`src/rtl/mvb_frame_parser.sv`:
```
// -----------------------------------------------------------------------------
// mvb_frame_parser
//
// Turns a decoded MVB frame into one result pulse. The decoder signals the end
// of a frame with the frame_over level; this block then waits for the decoder
// FIFO to settle and drains it one word at a time. The first word goes into a
// shadow register and the first 16 words go into a 16x16 buffer. The word count
// and frame type are then checked against the last accepted master frame.
//
// Ports
//   clk              system clock (also the decoder FIFO read clock)
//   rst              asynchronous active-low reset
//   frame_over       decoder frame-end level; a rising edge starts a frame
//   frame_is_master  frame type, valid while frame_over=1
//   frame_error      any decoder error, valid while frame_over=1
//   fifo_empty       decoder FIFO empty
//   fifo_data        decoder FIFO dout, valid 1 clk after fifo_rden
//   fifo_rden        decoder FIFO read enable
//   buf_addr         slave-data buffer read address
//   buf_rdata        buffer word at buf_addr, registered, 1 clk latency
//   mf_valid         pulse: master frame accepted (f_code/address updated)
//   f_code, address  fields of the last accepted master frame
//   sf_valid         pulse: slave frame accepted (sf_words updated)
//   sf_words         word count of the last accepted slave frame
//   err_frame        pulse: frame discarded because of a decoder error
//   err_length       pulse: word count mismatch / unexpected slave frame
//   err_overrun      pulse: new frame_over edge arrived while busy
//   busy             high in every state except IDLE
//
// FIFO read handshake: in DRAIN, fifo_rden is high for one cycle when
// fifo_empty=0 and no read is outstanding. The read stays outstanding until
// fifo_data is captured on the following clk. So there is at most one read
// every two clocks, and fifo_empty is always sampled after the previous pop.
// -----------------------------------------------------------------------------
module mvb_frame_parser (
  input  logic        clk,
  input  logic        rst,
  input  logic        frame_over,
  input  logic        frame_is_master,
  input  logic        frame_error,
  input  logic        fifo_empty,
  input  logic [15:0] fifo_data,
  output logic        fifo_rden,
  input  logic [3:0]  buf_addr,
  output logic [15:0] buf_rdata,
  output logic        mf_valid,
  output logic [3:0]  f_code,
  output logic [11:0] address,
  output logic        sf_valid,
  output logic [4:0]  sf_words,
  output logic        err_frame,
  output logic        err_length,
  output logic        err_overrun,
  output logic        busy
);

  typedef enum logic [1:0] {
    S_IDLE   = 2'd0,
    S_SETTLE = 2'd1,
    S_DRAIN  = 2'd2,
    S_CHECK  = 2'd3
  } state_t;

  state_t      state;
  state_t      state_nxt;

  logic        fo_q;
  logic        fo_rise;
  logic        lat_master;
  logic        lat_error;
  logic        overrun;
  logic        master_seen;
  logic        rd_pend;
  logic [2:0]  settle_cnt;
  logic [4:0]  word_cnt;
  logic [15:0] shadow;
  logic [4:0]  sf_expect;
  logic [15:0] mem [16];

  // Result decisions, valid only in CHECK; registered into the pulse outputs
  // so each pulse appears together with its updated data fields.
  logic        res_mf;
  logic        res_sf;
  logic        res_ef;
  logic        res_el;
  logic        res_eo;

  assign fo_rise   = frame_over & ~fo_q;
  // Only meaningful for f_code<=4; larger codes are rejected before use.
  assign sf_expect = 5'd1 << f_code;

  // ---------------------------------------------------------------- state reg
  always_ff @(posedge clk or negedge rst) begin
    if (!rst) state <= S_IDLE;
    else      state <= state_nxt;
  end

  // --------------------------------------------------------------- next state
  always_comb begin
    state_nxt = state;
    case (state)
      S_IDLE:   if (fo_rise) state_nxt = S_SETTLE;
      S_SETTLE: if (settle_cnt == 3'd7) state_nxt = S_DRAIN;
      S_DRAIN:  if (fifo_empty && !rd_pend) state_nxt = S_CHECK;
      S_CHECK:  state_nxt = S_IDLE;
      default:  state_nxt = S_IDLE;
    endcase
  end

  // ------------------------------------------------------------------ outputs
  always_comb begin
    fifo_rden = 1'b0;
    busy      = (state != S_IDLE);
    res_mf    = 1'b0;
    res_sf    = 1'b0;
    res_ef    = 1'b0;
    res_el    = 1'b0;
    res_eo    = 1'b0;
    if (state == S_DRAIN && !fifo_empty && !rd_pend) fifo_rden = 1'b1;
    if (state == S_CHECK) begin
      if (overrun)                 res_eo = 1'b1;
      else if (lat_error)          res_ef = 1'b1;
      else if (lat_master) begin
        if (word_cnt == 5'd1)      res_mf = 1'b1;
        else                       res_el = 1'b1;
      end else if (master_seen && f_code <= 4'd4 && word_cnt == sf_expect)
                                   res_sf = 1'b1;
      else                         res_el = 1'b1;
    end
  end

  // ----------------------------------------------------------------- datapath
  always_ff @(posedge clk or negedge rst) begin
    if (!rst) begin
      // The edge detector history resets high, so a frame_over level that
      // is already high at reset release is not taken as a new frame.
      fo_q        <= 1'b1;
      lat_master  <= 1'b0;
      lat_error   <= 1'b0;
      overrun     <= 1'b0;
      master_seen <= 1'b0;
      rd_pend     <= 1'b0;
      settle_cnt  <= 3'd0;
      word_cnt    <= 5'd0;
      shadow      <= 16'd0;
      mf_valid    <= 1'b0;
      sf_valid    <= 1'b0;
      err_frame   <= 1'b0;
      err_length  <= 1'b0;
      err_overrun <= 1'b0;
      f_code      <= 4'd0;
      address     <= 12'd0;
      sf_words    <= 5'd0;
    end else begin
      fo_q <= frame_over;

      if (state == S_IDLE && fo_rise) begin
        lat_master <= frame_is_master;
        lat_error  <= frame_error;
        overrun    <= 1'b0;
      end else if (state != S_IDLE && fo_rise) begin
        overrun <= 1'b1;
      end

      if (state == S_SETTLE) settle_cnt <= settle_cnt + 3'd1;
      else                   settle_cnt <= 3'd0;

      rd_pend <= fifo_rden;

      if (state == S_IDLE && fo_rise) begin
        word_cnt <= 5'd0;
      end else if (rd_pend) begin
        if (word_cnt == 5'd0) shadow <= fifo_data;
        // Saturate so an over-long frame can never wrap back to a legal count.
        if (word_cnt != 5'd31) word_cnt <= word_cnt + 5'd1;
      end

      mf_valid    <= res_mf;
      sf_valid    <= res_sf;
      err_frame   <= res_ef;
      err_length  <= res_el;
      err_overrun <= res_eo;

      if (res_mf) begin
        f_code      <= shadow[15:12];
        address     <= shadow[11:0];
        master_seen <= 1'b1;
      end
      if (res_sf) begin
        sf_words    <= word_cnt;
        master_seen <= 1'b0;
      end
      // Any rejected slave frame also consumes the pending expectation.
      if (res_el && !lat_master) master_seen <= 1'b0;
    end
  end

  // ------------------------------------------------------------------- buffer
  // Words past the 16th are dropped; word_cnt still counts them.
  always_ff @(posedge clk) begin
    if (rd_pend && word_cnt < 5'd16) mem[word_cnt[3:0]] <= fifo_data;
  end

  always_ff @(posedge clk or negedge rst) begin
    if (!rst) buf_rdata <= 16'd0;
    else      buf_rdata <= mem[buf_addr];
  end

endmodule
```
`config.mk`:
```
export PLATFORM = sky130hd
export DESIGN_NAME = mvb_frame_parser
export DESIGN_NICKNAME = d
export VERILOG_FILES = /design/src/rtl/mvb_frame_parser.sv
export SDC_FILE = /design/constraint.sdc
export NUM_CORES = 1
export LEC_CHECK = 0
export CAP_MARGIN = 20
export CORE_MARGIN = 2
export CORE_UTILIZATION = 40
export DETAILED_ROUTE_END_ITERATION = 12
export GPL_ROUTABILITY_DRIVEN = 0
export PLACE_DENSITY = 0.65
export SLEW_MARGIN = 5
export SYNTH_ARGS = -nofsm -noshare
export SYNTH_HDL_FRONTEND = slang
export SYNTH_SLANG_ARGS = --single-unit
```
`constraint.sdc`:
```
create_clock -name clk -period 4.2 [get_ports clk]
set_clock_uncertainty 0.05 [all_clocks]
set_input_delay 0.42 -clock clk [delete_from_list [all_inputs] [get_ports clk]]
set_output_delay 0.42 -clock clk [all_outputs]
set_load 0.02 [all_outputs]
```
; ---- Word-level counts from Yosys, hierarchy flattened
; Memory sizes are Yosys's and may differ from the RTL's. A register that Yosys moved wholly into a read port is not among the register bits.
; Cells that the tools add are included.
[classes]
addsub = 2
n_mul = 0
n_div = 0
n_lt_le_gt_ge = 2
eq_ne = 10
shift = 1
n_mux = 37
bitwise = 3
reduce_logical = 23
[op_table]
columns = op, n
row1 = 1-bit two-way mux, 29
row2 = 5-bit two-way mux, 3
row3 = 1-bit logical AND, 9
row4 = 2-bit case mux with 4 select lines, 1
row5 = 2-bit nonzero test, 4
row6 = 2-bit two-way mux, 3
row7 = "2-bit inequality test, second input constant", 3
row8 = 3-bit AND reduction, 2
row9 = "5-bit by 1-bit adder with 5-bit output, second input constant", 1
row10 = "5-bit by 1-bit equality test with 1-bit output, second input constant", 1
row11 = 5-bit equality test, 1
row12 = 5-bit logical NOT, 1
row13 = "5-bit less-than comparator, second input constant", 1
row14 = "5-bit inequality test, second input constant", 1
row15 = "1-bit by 4-bit left shift with 5-bit output, first input constant", 1
row16 = "2-bit equality test, second input constant", 2
row17 = "4-bit by 3-bit <= comparator with 1-bit output, second input constant", 1
row18 = 1-bit logical NOT, 4
row19 = "3-bit by 1-bit adder with 3-bit output, second input constant", 1
row20 = "3-bit equality test, second input constant", 1
row21 = 3-bit two-way mux, 1
row22 = 3-bit nonzero test, 1
row23 = "2-bit by 1-bit equality test with 1-bit output, second input constant", 1
row24 = 2-bit logical NOT, 1
row25 = other kinds (3), 4
[word_totals]
reg_bits = 58
latch_bits = 0
ram_bits = 256
rom_bits = 0
in_bits = 26
word_cells = 97
memories = 1
[mem_list]
columns = name, words, word_bits, read_ports, rd_clocked_by_memory_dff, write_ports, line
row1 = mem, 16, 16, 1, 1, 1, 78  ; logic [15:0] mem [16];

; ---- Logic depth before layout (Yosys ltp)
; Gate-level depths: netlist (run 1).
[logic_depth]
ltp_word = 10
depth_mapped = 8
depth_no_buf = 7

; ---- Worst setup path after synthesis (run 1)
; OpenSTA, ideal clock, no wires.
[synth_timing]
path_kind = flip-flop to flip-flop
startpoint = register word_cnt[1]
endpoint = register shadow[10]
setup_time_ns = 0.125
arrival_time_ns = 2.990
setup_slack_ns = 1.036
stages_incl_launch_ff = 8
path_buffers = 1
synth_period_minus_slack_ns = 3.164
path_cell_list = dfrtp_1 -> inv_1 -> ha_1 -> nand2_1 -> nor3_1 -> o21ai_1 -> buf_2 -> mux2_2
[synth_between]
elab_chain_cells = 2
[synth_rtl]
columns = item, line
row1 = from (decl), 75  ; logic [4:0] word_cnt;
row2 = from (signal assigned), 175  ; if (word_cnt != 5'd31) word_cnt <= word_cnt + 5'd1;
row3 = 5-bit logical NOT, 173  ; if (word_cnt == 5'd0) shadow <= fifo_data;
row4 = 3-bit AND reduction (no line), -
row5 = to (signal assigned), 173
row6 = to (decl), 76  ; logic [15:0] shadow;
; Every way passes these cells.
; A chain may end at the register's enable or synchronous reset.

; ---- Worst setup path in the final report (run 1)
[layout_timing]
startpoint = register state[0]
endpoint = output port fifo_rden
[layout_between]
elab_chain_cells = 4
[layout_rtl]
columns = item, line
row1 = from (decl), 64  ; state_t state;
row2 = from (signal assigned), 95  ; else state <= state_nxt;
row3 = 2-bit equality test, 119  ; if (state == S_DRAIN && !fifo_empty && !rd_pend) fifo_rden = 1'b1;
row4 = 1-bit logical AND (2 in a row), 119
row5 = 1-bit two-way mux, 119
row6 = to (decl), 43  ; output logic fifo_rden,
; Every way passes these cells.

==> flow_metrics.tcl, run 1 <==
set metrics [dict create \
    p_int_uw 6200 \
    synth-adder-area-share_pct 1.10 \
    setup_tns_ns 0 \
    drt-total-wl_mm 26.1 \
    start_util_pct 40.7 \
    vias 5960 \
    seqPwrFrac_pct 49.1 \
    p_sw_uw 2010 \
    p_per_area_nw_per_um2 549 \
    grt_pass1_wl_mm 39.1 \
    ctsResizeCount 0 \
    antenna_found_initial 0 \
    cpPeakStageDelay_ns 0.65 \
    layout.nets 712 \
    cap_violations 0 \
    vias_per_cell 5.43 \
    finalCriticalPeriod_ns 2.60 \
    final_hold_viol_count 0 \
    ant_nets 0 \
    drv_slew 0 \
    clkSinkCount 330 \
    worstPathArrival_ns 2.13 \
    portBuffers 69 \
    finalSetupViolCount 0 \
    power.total_uw 8210 \
    regToRegSetupSlack_ns 1.77 \
    drt-initial-drc-count 526 \
    rsz0062_at_grt "false" \
    grt_pass1_vias 6307 \
    ctsHoldBuffers 1 \
    drc 0 \
    core-area_sq_um 30700 \
    ir_worst_vdd_v 0.000393 \
    synth-edff-count 256 \
    multi_input_area_sq_um 2840 \
    die_w_microns 181 \
    yosys.area_share.xor_xnor_pct 0.210 \
    critPathMaxFanout 4 \
    dieArea_sq_um 32700 \
    tightest_slew_ns 0.947 \
    syn_area_sq_um 12500 \
    die_h_microns 181 \
    drt-wirelength-per-cell_microns 23.8 \
    cts_tree "yes" \
    endpoint_kind "output pin" \
    power_frac_clock_pct 37.0 \
    post_synth_num_cell_types 38 \
    placementRows 64 \
    critPathSlowestCell "clkdlybuf4s50_1" \
    synth.area.mux_share_pct 17.9 \
    n_fill_cell 2462 \
    ys_seq_area_share_pct 76.3 \
    status "complete, no violations" \
    path_class "flop to output pin" \
    slew_headroom_pct 36.8 \
    crit_path_start_kind "flop" \
    root_buffer "clkbuf_16" \
    clock_latency_ns 0.52 \
    postSynthAreaPerCell_sq_um 21.9 \
    register_area_sq_um 9540 \
    syn_to_final_growth_pct 19.6 \
    synth-simple-area-share_pct 2.61 \
    synthArstFlopShare_pct 22.4 \
    comb_power_share_pct 13.9 \
    ys_ff_latch 330 \
    grt_usage_pct 16.1 \
    io_pins 70 \
    post-route-period-util_pct 62.0 \
    grt_max_degree 65 \
    synth_top_family_by_area "multiplexers" \
    syn-num-nets 607 \
    critPathRequiredTime_ns 3.73 \
    switching_share_pct 24.5 \
    synth-compound-area-share_pct 0.721 \
    cts_buffers 34 \
    cts_setup_buffers 0 \
    ys.flop_type "edfxtp_1" \
    worstHoldPathType "input port to flop" \
    max_freq_mhz 384 \
    p_leak_uw 0.00520 \
    hpwl_mm 14.8 \
    drive_gt1_share_pct 29.1 \
    cp_cell_sequence "inv_1 -> ha_1 -> nor3b_1 -> clkdlybuf4s50_1" \
    overflow 0 \
    clk_path_buf_depth 3 \
    htreeDepth 2 \
    first_pass_iters 4 \
    ys_warn_count 0 \
    synthCells 570 \
    clk_pin_slew_ns 0.07 \
    diodes 0 \
]
==> power groups by stage <==
| stage | sequential (uW) | combinational [uW] | clock (uW) |
|---|---|---|---|
| after CTS | 4030 | 1160 | 3110 |
| after global routing | 4060 | 1230 | 3230 |
| final | 4030 | 1140 | 3040 |
| after detailed placement | 4090 | 1150 | 0 |
| after global placement | 4070 | 1120 | 0 |
| after floorplan | 4130 | 600 | 0 |
==> registers in the layout, summed over array words and instances, names as in the netlist <==
register	count
sf_valid	1
f_code	4
master_seen	1
err_frame	1
word_cnt	5
lat_error	1
address	12
overrun	1
settle_cnt	3
err_overrun	1
shadow	16
mem	256
fo_q	1
err_length	1
state	2
sf_words	5
buf_rdata	16
rd_pend	1
lat_master	1
mf_valid	1
==> worst paths after layout <==
check | start | to | depth (start not counted)
setup / recovery | state[0] | fifo_rden | 4
hold / removal | frame_over | fo_q | 1
setup reg to reg | word_cnt[3] | sf_words[3] | 5
hold reg to reg | settle_cnt[0] | settle_cnt[0] | 1
max in group asynchronous | rst | shadow[13] | 3
min in group asynchronous | rst | shadow[8] | 2
==> cell usage after synthesis (2+ instances only) <==
master | n | area share (%)
buf_2 | 9 | 0.36
nor3_1 | 5 | 0.20
nand2_1 | 9 | 0.27
clkbuf_1 | 12 | 0.36
mux4_2 | 80 | 14
dfrtp_1 | 73 | 15
nand2b_1 | 3 | 0.15
edfxtp_1 | 256 | 62
ha_1 | 11 | 1.1
and2_1 | 3 | 0.15
nor2_1 | 22 | 0.66
a21oi_1 | 3 | 0.12
buf_1 | 2 | 0.060
xnor2_1 | 2 | 0.14
o21ai_0 | 5 | 0.20
and3_1 | 2 | 0.10
nor2b_1 | 5 | 0.25
mux2_2 | 39 | 3.5
inv_1 | 10 | 0.30
==> critical path, delay by kind of cell, from the launching register on <==
family | cells | cell delay, ns
simple gates | 1 | 0.24
buf+inv | 2 | 0.76
flops | 1 | 0.42
fa+ha+maj | 1 | 0.19
==> logic make-up (layout without fill, tap and decap cells) <==
logic type,Yosys count,after routing
AO/OA/AOI/OAI,14,14
buffers and inverters,33,164
XOR/XNOR,3,3
AND/OR/NAND/NOR,60,60
multiplexers,119,119
adder cells (fa/ha/maj),11,11
flip-flops,330,330
==> cells in the final DEF (no fill, tap or decap), types with 4 or more instances in the layout <==
cell type	instances
nor3_2	4
inv_1	10
mux2_2	39
clkinv_1	4
dfrtp_1	73
clkbuf_16	36
buf_4	22
edfxtp_1	256
clkbuf_1	8
mux4_2	80
ha_1	11
nand2_1	9
clkdlybuf4s50_1	66
nor2b_1	5
o21ai_0	5
nor2_1	22
==> area by class of cell <==
| class | count | share of cell area (%) |
|---|---|---|
| Inverter | 10 | 0.251 |
| Clock inverter | 15 | 1.19 |
| Tap cell | 396 | 3.32 |
| Multi-Input combinational cell | 207 | 19.0 |
| Sequential cell | 330 | 63.9 |
| Clock buffer | 47 | 6.51 |
| Timing Repair Buffer | 92 | 5.86 |
==> stage by stage <==
stage	setup WS [ns]	hold slack [ns]	util, %	cell area [sq um]	std cells
finish	1.60	0.301	48.7	14900	1097
global route	1.41	0.307	48.7	14900	1097
CTS	1.56	0.288	48.7	14900	1097
detailed placement	1.60	0.348	44.9	13800	1034
global placement	1.64	0.343	44.9	13800	1033
floorplan	1.04	0.0744	-	12500	570
==> per-layer routing <==
metal | up-vias | routed length [microns] | GRT usage, %
met3 | 42 | 1380 | 2.50
met2 | 200 | 12800 | 26.6
li1 | 2523 | - | -
met1 | 3195 | 11400 | 22.5
met4 | 0 | 573 | 4.55
met5 | - | 0 | 0
(Power assumes the default switching activity.)
==> inputs of run 2 (changes only) <==
==> constraint.sdc (replaced) <==
create_clock -name clk -period 2.72 [get_ports clk]
set_clock_uncertainty 0.05 [all_clocks]
set_input_delay 0.272 -clock clk [delete_from_list [all_inputs] [get_ports clk]]
set_output_delay 0.272 -clock clk [all_outputs]
set_load 0.02 [all_outputs]
==> flow_metrics.tcl, run 2 (synthesis results as in run 1) <==
set metrics [dict create \
    ant_nets 0 \
    cts_buffers 35 \
    ctsResizeCount 0 \
    first_pass_iters 5 \
    die_w_microns 181 \
    die_h_microns 181 \
    max_freq_mhz 406 \
    dp_slack_ns 0.468 \
    n_fill_cell 2404 \
    ctsHoldBuffers 1 \
    clkSinkCount 330 \
    placementRows 64 \
    layout.nets 720 \
    antenna_found_initial 0 \
    comb_power_share_pct 14.4 \
    grt_max_degree 75 \
    reg2reg_depth 6 \
    regToRegSetupSlack_ns 0.46 \
    numPlacedInstances 1040 \
    register_area_sq_um 9540 \
    power_frac_clock_pct 37.3 \
    cts_tree "yes" \
    tightest_slew_ns 0.687 \
    clk_pin_slew_ns 0.06 \
    finalSetupViolCount 0 \
    grt_pass1_wl_mm 38.7 \
    finalCriticalPeriod_ns 2.46 \
    critPathLaunch "state[0]" \
    worstHoldPathType "input port to flop" \
    multi_input_area_sq_um 2840 \
    start_util_pct 40.7 \
    diodes 0 \
    p_sw_uw 3110 \
    fin_cells 1106 \
    worstPathArrival_ns 2.14 \
    dieArea_sq_um 32700 \
    grt_pass1_vias 6395 \
    cts_setup_buffers 0 \
    drt-total-wl_mm 25.2 \
    p_int_uw 9670 \
    endpoint_kind "output pin" \
    vias_per_cell 5.33 \
    largest_reg_flops 256 \
    postLayoutCoreUtil_pct 49.1 \
    seqPwrFrac_pct 48.4 \
    most-common-layout-cells "edfxtp_1 (256), mux4_2 (80), dfrtp_1 (73), clkdlybuf4s50_1 (66), mux2_2 (39)" \
    r2r_start "state[0]" \
    final_common_cell "edfxtp_1" \
    switching_share_pct 24.3 \
    crit_path_start_kind "flop" \
    post_dp_cell_area_sq_um 13800 \
    hold_path_depth 1 \
    setup_tns_ns 0 \
    drc 0 \
    drt-wirelength-per-cell_microns 22.8 \
    final_hold_viol_count 0 \
    root_buffer "clkbuf_16" \
    drt-initial-drc-count 433 \
    grt_usage_pct 15.7 \
    post-route-cell-area_sq_um 15000 \
    drive_gt1_share_pct 30.0 \
    clk_path_buf_depth 3 \
    p_per_area_nw_per_um2 849 \
    drv_slew 0 \
    critPathMaxFanout 4 \
    path_class "flop to output pin" \
    setup_slack_ns 0.255 \
    post-route-period-util_pct 90.6 \
    status "complete, no violations" \
    portBuffers 69 \
    hpwl_mm 14.7 \
    rsz0062_at_grt "false" \
    overflow 0 \
    critPathRequiredTime_ns 2.40 \
    worstHoldStart "frame_over" \
    syn_to_final_growth_pct 20.4 \
    vias 5897 \
    cap_violations 0 \
    io_pins 70 \
    core-area_sq_um 30700 \
    htreeDepth 2 \
    r2r_end "address[6]" \
    clock_latency_ns 0.52 \
    ir_worst_vdd_v 0.000561 \
    slew_headroom_pct 54.1 \
    min_to "fo_q" \
    p_leak_uw 0.00526 \
]
-- run 2: cell count changes in the layout (fill, tap and decap cells not counted), sizes merged --
cell,delta
bufinv,+1
clkinv,+2
clkbuf,-2
inv,+1
buf,+7
-- run 2: power by group through the flow --
| stage | clock, uW | combinational (uW) | sequential [uW] |
|---|---|---|---|
| after detailed placement | 0 | 1840 | 6280 |
| after global routing | 5070 | 1980 | 6240 |
| after floorplan | 0 | 929 | 6380 |
| after CTS | 4850 | 1860 | 6190 |
| after global placement | 0 | 1790 | 6250 |
| final | 4760 | 1830 | 6180 |
-- run 2: per-layer routing --
layer	routed length, microns	track usage (%)	vias up
li1	-	-	2540
met1	10600	20.9	3155
met2	12900	26.9	166
met3	1250	2.86	36
met4	418	4.03	0
met5	0	0	-
-- run 2: worst max-delay path, stage by stage, from the launching register on --
cell	delay, ns
dfrtp_1	0.41
inv_1	0.11
ha_1	0.20
nor3b_1	0.26
clkdlybuf4s50_1	0.65
-- run 2: through the flow --
stage	total power, uW	hold slack [ns]
after floorplan	7310	-0.0736
after global routing	13300	0.147
after global placement	8040	0.370
after detailed placement	8120	0.390
after CTS	12900	0.123
final	12800	0.135
-- run 2: how the worst max path moves through the flow --
stage / to / slack (ns) / depth (start not counted)
floorplan: mem[1][0] / 0.13 / 5
global placement: address[4] / 0.56 / 6
finish: fifo_rden / 0.26 / 4
CTS: fifo_rden / 0.21 / 4
global route: fifo_rden / 0.07 / 4
detailed placement: address[6] / 0.47 / 6
-- run 2: layout make-up --
type / instances / share of cell area, %
multi-input cells: 207 / 18.9
well taps: 396 / 3.29
flip-flops and latches: 330 / 63.4
inverters: 10 / 0.249
clock buffers: 45 / 6.34
clock inverters: 19 / 1.41
repair buffers: 99 / 6.42
==> inputs of run 3 (changes only) <==
--- a/config.mk
+++ b/config.mk
@@ -10,7 +10,7 @@
 export CORE_UTILIZATION = 40
 export DETAILED_ROUTE_END_ITERATION = 12
 export GPL_ROUTABILITY_DRIVEN = 0
-export PLACE_DENSITY = 0.65
+export PLACE_DENSITY = 0.54
 export SLEW_MARGIN = 5
 export SYNTH_ARGS = -nofsm -noshare
 export SYNTH_HDL_FRONTEND = slang
==> flow_metrics.tcl, run 3 (synthesis results as in run 1) <==
set metrics [dict create \
    critPathRequiredTime_ns 2.40 \
    rsz0062_at_grt "false" \
    antenna_found_initial 0 \
    slew_headroom_pct 52.8 \
    crit_path_end "fifo_rden" \
    ctsHoldBuffers 1 \
    cts_setup_buffers 0 \
    comb_power_share_pct 14.5 \
    worstHoldStart "frame_over" \
    final_hold_viol_count 0 \
    dieArea_sq_um 32700 \
    clk_pin_slew_ns 0.05 \
    worstPathArrival_ns 2.14 \
    path_class "flop to output pin" \
    hold_ws_ns 0.159 \
    hpwl_mm 14.8 \
    seqPwrFrac_pct 48.6 \
    cts_buffers 36 \
    switching_share_pct 24.2 \
    regToRegSetupSlack_ns 0.47 \
    drc 0 \
    crit_path_start_kind "flop" \
    finalSetupViolCount 0 \
    die_w_microns 181 \
    power_frac_clock_pct 36.9 \
    first_pass_iters 4 \
    portBuffers 69 \
    critPathMaxFanout 4 \
    drt-total-wl_mm 26.1 \
    drive_gt1_share_pct 29.5 \
    clock_latency_ns 0.51 \
    start_util_pct 40.7 \
    layout.nets 722 \
    drv_slew 0 \
    critPathLaunch "state[0]" \
    syn_to_final_growth_pct 20.3 \
    most-common-layout-cells "edfxtp_1 (256), mux4_2 (80), dfrtp_1 (73), clkdlybuf4s50_1 (66), mux2_2 (39)" \
    htreeDepth 2 \
    die_h_microns 181 \
    vias 5826 \
    cts_tree "yes" \
    io_pins 70 \
    register_area_sq_um 9540 \
    grt_max_degree 75 \
    grt_pass1_vias 6485 \
    p_per_area_nw_per_um2 845 \
    root_buffer "clkbuf_16" \
    p_int_uw 9630 \
    largest_reg_flops 256 \
    max_freq_mhz 405 \
    ir_worst_vdd_v 0.000553 \
    p_leak_uw 0.00526 \
    multi_input_area_sq_um 2840 \
    cap_violations 0 \
    p_sw_uw 3080 \
    wl_met2_mm 13.2 \
    setup_tns_ns 0 \
    n_fill_cell 2481 \
    endpoint_kind "output pin" \
    drt-initial-drc-count 416 \
    clkSinkCount 330 \
    clk_path_buf_depth 3 \
    placementRows 64 \
    ctsResizeCount 0 \
    tightest_slew_ns 0.706 \
    routed.top_layer "met4" \
    reg2reg_depth 5 \
    vias_per_cell 5.25 \
    post-route-period-util_pct 90.7 \
    grt_usage_pct 16.4 \
    overflow 0 \
    finalCriticalPeriod_ns 2.47 \
    grt_pass1_wl_mm 40.0 \
    drt-wirelength-per-cell_microns 23.5 \
    status "complete, no violations" \
    worstHoldPathType "input port to flop" \
    r2r_end "sf_words[1]" \
    power.total_uw 12700 \
    diodes 0 \
    r2r_start "word_cnt[0]" \
    final_common_cell "edfxtp_1" \
    ant_nets 0 \
    wl_met1_mm 11.1 \
    routed-wl-met3_mm 1.35 \
    core-area_sq_um 30700 \
]
==> run 3: cell count changes in the layout (fill, tap and decap cells not counted), sizes merged <==
cell	previous run	this run
bufinv	4	3
buf	32	33
clkinv	12	13
clkbuf	45	46
inv	12	13
==> run 3: critical path, cell delays in order (launching register included) <==
cell and delay [ns]:
dfrtp_1 0.41, inv_1 0.10, ha_1 0.20, nor3b_1 0.27, clkdlybuf4s50_1 0.66
==> run 3: final cells by class <==
| cell class | instances | area share, % |
|---|---|---|
| Inverter | 10 | 0.250 |
| Multi-Input combinational cell | 207 | 18.9 |
| Sequential cell | 330 | 63.4 |
| Timing Repair Buffer | 100 | 6.42 |
| Clock buffer | 46 | 6.51 |
| Clock inverter | 20 | 1.18 |
| Tap cell | 396 | 3.29 |
==> run 3: power groups by stage <==
| stage | Clock [uW] | Combinational, uW | Sequential, uW |
|---|---|---|---|
| after global placement | 0 | 1820 | 6250 |
| after floorplan | 0 | 929 | 6380 |
| after CTS | 4820 | 1870 | 6170 |
| final | 4690 | 1840 | 6170 |
| after global routing | 5060 | 2000 | 6230 |
| after detailed placement | 0 | 1850 | 6270 |
==> run 3: metal layers <==
layer	track usage (%)	up-vias
li1	-	2546
met4	4.48	0
met5	0	-
met3	3.10	37
met2	27.6	140
met1	22.1	3103
==> run 3: stage by stage <==
step | instances | area [sq um] | setup slack (ns) | util [%]
global placement | 1042 | 13900 | 0.537 | 45.2
CTS | 1109 | 15000 | 0.219 | 49.0
floorplan | 570 | 12500 | 0.126 | -
finish | 1109 | 15000 | 0.253 | 49.0
global route | 1109 | 15000 | 0.0899 | 49.0
detailed placement | 1042 | 13900 | 0.485 | 45.2
==> run 3: worst min-delay path by stage <==
| stage | endpoint | cells after the start |
|---|---|---|
| floorplan | address[0] | 0 |
| CTS | fo_q | 1 |
| finish | fo_q | 1 |
| global placement | buf_rdata[12] | 2 |
| detailed placement | buf_rdata[12] | 2 |
| global route | fo_q | 1 |
